File: config.mk
export PLATFORM = sky130hd
export DESIGN_NAME = register_16b
export DESIGN_NICKNAME = d
export VERILOG_FILES = /design/src/rtl/register_16b.sv
export SDC_FILE = /design/constraint.sdc
export NUM_CORES = 1
export LEC_CHECK = 0
export CAP_MARGIN = 0
export CORE_AREA = 10 10 55 57
export CTS_CLUSTER_DIAMETER = 200
export DETAILED_ROUTE_END_ITERATION = 8
export DIE_AREA = 0 0 65 67
export GPL_TIMING_DRIVEN = 0
export PLACE_DENSITY_LB_ADDON = 0.05
export SKIP_CTS_REPAIR_TIMING = 1
export SLEW_MARGIN = 20
export SYNTH_ARGS = -nofsm -noshare
export SYNTH_HDL_FRONTEND = slang
export SYNTH_SLANG_ARGS = --single-unit
export TNS_END_PERCENT = 20
File: constraint.sdc
create_clock -name clk -period 0.9 [get_ports clk]
set_input_delay 0.18 -clock clk [delete_from_list [all_inputs] [get_ports clk]]
set_output_delay 0.18 -clock clk [all_outputs]
set_load 0.01 [all_outputs]
File: src/rtl/register_16b.sv
// Load-enabled data register with asynchronous active-low reset.
// Define REGISTER_PARITY_EN to add a registered even-parity output Q_par.
module register_16b #(
    parameter int unsigned     WIDTH       = 16,
    parameter logic [WIDTH-1:0] RESET_VALUE = '0
) (
    input  logic             clk,
    input  logic             rst_n,
    input  logic             en,
    input  logic [WIDTH-1:0] D,
`ifdef REGISTER_PARITY_EN
    output logic             Q_par,
`endif
    output logic [WIDTH-1:0] Q
);

    logic [WIDTH-1:0] r_q;

    always_ff @(posedge clk or negedge rst_n) begin
        if (!rst_n) begin
            r_q <= RESET_VALUE;
        end else if (en) begin
            r_q <= D;
        end
    end

    assign Q = r_q;

`ifdef REGISTER_PARITY_EN
    logic r_par;
    logic w_d_par;

    // Parity is taken from D so it lands on the same edge as Q.
    assign w_d_par = ^D;

    always_ff @(posedge clk or negedge rst_n) begin
        if (!rst_n) begin
            r_par <= ^RESET_VALUE;
        end else if (en) begin
            r_par <= w_d_par;
        end
    end

    assign Q_par = r_par;
`endif

endmodule

**Word-level counts from Yosys, hierarchy flattened**

Index checks and enable logic that the tools add are counted.
Widths: inputs -> output; s select.

- Bits in latches: 0
- Memories kept: 0
- Flip-flop bits (word level): 16
- Memory bits (read-only): 0
- Input bits: 19
- Output and inout bits: 16
- Bits in writable memories: 0
- Word-level logic and storage cells: 1

- Div/mod/pow operators: 0
- $add $sub $neg: 0
- Magnitude comparators: 0
- Reductions and logical operators: 0
- Equal/unequal tests: 0
- Mux-type cells: 0
- Multipliers: 0
- Shifts and indexed selects: 0
- Bitwise operators: 0

**Longest topological paths before layout**

- Word-level depth: 0
- Gate-level depth with buffers: 3
- Depth with buffers taken out: 1

**Worst setup path after synthesis**

Ideal clock, no wire load.

- Kind: input-to-reg
- From: in en
- To: reg r_q[10], in the netlist Q[10]
- Setup slack: 0.058 ns
- Data required time: 0.775 ns
- Buffers on the path: 2
- Cell stages on the path: 3
- Data arrival time: 0.716 ns
- Library setup time: 0.125 ns
- Path through: buf_6 > buf_12 > mux2_4

RTL lines:

| element | RTL line | source |
|---|---|---|
| start: declaration | 9 | `input logic en,` |
| end signal: assignment | 21 | `r_q <= RESET_VALUE;` |
| end signal: assignment | 23 | `r_q <= D;` |
| end: declaration | 17 | `logic [WIDTH-1:0] r_q;` |

No word-level cell between the ends.

**Final worst setup path**

- From: reg r_q[12], in the netlist Q[12]
- To: out Q[12]

RTL lines:

| element | RTL line | source |
|---|---|---|
| end: declaration | 14 | `output logic [WIDTH-1:0] Q` |

No word-level cell between the ends.

==> results.cfg <==
[sta]
holdWs_ns = -0.06573
relSlewSlack = 0.5227
fin_crit_ns = 0.9931
setup_ws_ns = -0.09305
rsz0062_at_grt = true
drv_slew = 0
setup_viol = 16
hold_viol_final = 16
finClkSkew_ns = 0
max_freq_mhz = 1007
worstMarginPinSlew_ns = 0.7149
timing.final.crit_share = 1.103

[clock_network]
tritoncts = built
htreeDepth = 1
numCtsBuffers = 3
clock_path_buffers = 2
clk_latency_ns = 0.27
root_buffer = clkbuf_4
cts.sinks = 16
path_clk_slew_ns = 0.09

[power_and_ir_drop]
p_sw_frac = 0.2323
clockPowerShare = 0.278
switchingPower_mw = 0.3842
p_per_area_nw_per_um2 = 1650
power.total_mw = 1.654
irDropWorstVdd_mv = 0.8066
p_comb_frac = 0.223
seq_power_share = 0.499
power_leakage_nw = 0.4903
internal-power_mw = 1.270

[synth]
syn_nets = 53
ys_top_cells_by_area = dfrtp_1 (62%), mux2_4 (23%), mux2_2 (10%)
ys_ff_latch = 16
ys_warn_count = 0
synth_area_leader_cell = dfrtp_1
syn_area_per_cell_um2 = 19.10
yosysTopAreaCellShare = 0.6166
synth_cell_type_count = 5
synthesis.area_um2 = 649.4
netlist_instances = 34
yosysSeqAreaShare = 0.6166

[placement]
io_buffers = 33
gp_congestion = 0.6075
place_inst = 94
dp_hpwl_mm = 1.148

[global_route]
met3_usage = 0.04348
antenna_found_initial = 0
grt_pass1_wl_mm = 2.594
gr-total-overflow = 0
use_met1 = 0.09990
grt_max_degree = 17
top_usage_layer = met2
grt_pass1_vias = 488
grt_util_all_layers = 0.07650
grt_util_met2 = 0.1059

[detailed_routing]
drc_errors = 0
drt_pre_antenna_iters = 2
wl_mm = 1.523
drt_iter0_drc = 13
vias = 409
viasPerCell = 4.010
routedWlPerCell_um = 14.93
ant_nets = 0

[floorplan]
dieArea_um2 = 4355
start_util = 0.3344
io_pins = 35
dieHeight_um = 67
die_x_um = 65
rows = 16
core-area_um2 = 1942

[critical_path]
endpoint_kind = output port
crit_buf_inv = 1
path_delay_family = flip-flops
worstPathArrival_ns = 0.81
crit_required_ns = 0.72
critical_path.max_fanout = 2
start_kind = flop
slowest_delay_ns = 0.40
cp_cell_sequence = clkbuf_2
crit_type = flop to output port
cp_slowest_cell = dfrtp_1

[final_layout]
nNetsFinal = 95
antenna_cells = 0
synthToLayoutAreaGrowth_pct = 54.34
drive_above_1_share = 0.5600
fin_cells = 102
fin_util = 0.5161
largest_reg_flops = 16

[outcome]
status = complete, but fails checks
violations = negative hold slack, negative setup slack

[worst_hold_path]
min_path_type = primary input to asynchronous set/reset pin

[job]
drv_cap = 0
==> stage by stage <==
step	setup WS [ns]	instance area [um2]	TNS (ns)	hold WS [ns]
finish	-0.09305	1002	-1.188	-0.06573
detailed placement	-0.2638	1013	-7.519	0.4851
CTS	-0.4942	1050	-7.608	0.1895
floorplan	0.05839	649.4	0	-0.1156
global placement	-0.2814	1013	-7.700	0.4846
global route	-0.1604	1002	-2.084	-0.03604
==> metal layers <==
metal,share of wire,wire [um],up-vias
met5,0,0,-
met4,0,0,0
li1,-,-,198
met3,0.10,152,0
met2,0.40,611,21
met1,0.50,758,190
==> cell type report <==
| class | instances | area [um2] |
|---|---|---|
| buffer | 2 | 31.28 |
| clock buffer | 4 | 36.28 |
| fill | 184 | 939.7 |
| multi-input combinational | 16 | 217.7 |
| sequential | 16 | 400.4 |
| tap | 27 | 33.78 |
| timing repair buffer | 37 | 282.8 |
==> path summary, 6_finish.rpt <==
| kind | start | end | slack, ns | depth (start not counted) |
|---|---|---|---|---|
| setup / recovery | Q[12]$_DFFE_PN0P_ | Q[12] | -0.09 | 1 |
| hold / removal | rst_n | Q[11]$_DFFE_PN0P_ | -0.07 | 1 |
| setup reg to reg | Q[5]$_DFFE_PN0P_ | Q[5]$_DFFE_PN0P_ | 0.02 | 2 |
| hold reg to reg | Q[11]$_DFFE_PN0P_ | Q[11]$_DFFE_PN0P_ | 0.51 | 1 |
| max in group asynchronous | rst_n | Q[13]$_DFFE_PN0P_ | 0.51 | 1 |
| min in group clk | en | Q[3]$_DFFE_PN0P_ | 0.20 | 2 |
==> layout by cell type, fill, tap and decap left out, drive strengths merged <==
cell / instances
buf: 8
clkbuf: 18
clkdlybuf4s50: 16
dfrtp: 16
dlymetal6s2s: 1
mux2: 16
==> synth_stat cells, drive strengths merged <==
cell type	count
buf	2
dfrtp	16
mux2	16
==> kinds of logic after synthesis <==
family / share of synthesized area
muxes: 0.3352
DFF: 0.6166
buffers and inverters: 0.04817
==> power by group through the flow <==
| stage | registers (mW) | logic, mW | clock network, mW |
|---|---|---|---|
| 3_3_place_gp | 0.839 | 0.419 | 0 |
| 4_1_cts | 0.828 | 0.423 | 0.485 |
| 5_1_grt | 0.835 | 0.400 | 0.533 |
| 3_5_place_dp | 0.838 | 0.422 | 0 |
| 6_report | 0.826 | 0.368 | 0.460 |
| 2_1_floorplan | 0.875 | 0.129 | 0 |
No activity file was read; power rests on OpenSTA's default activity.
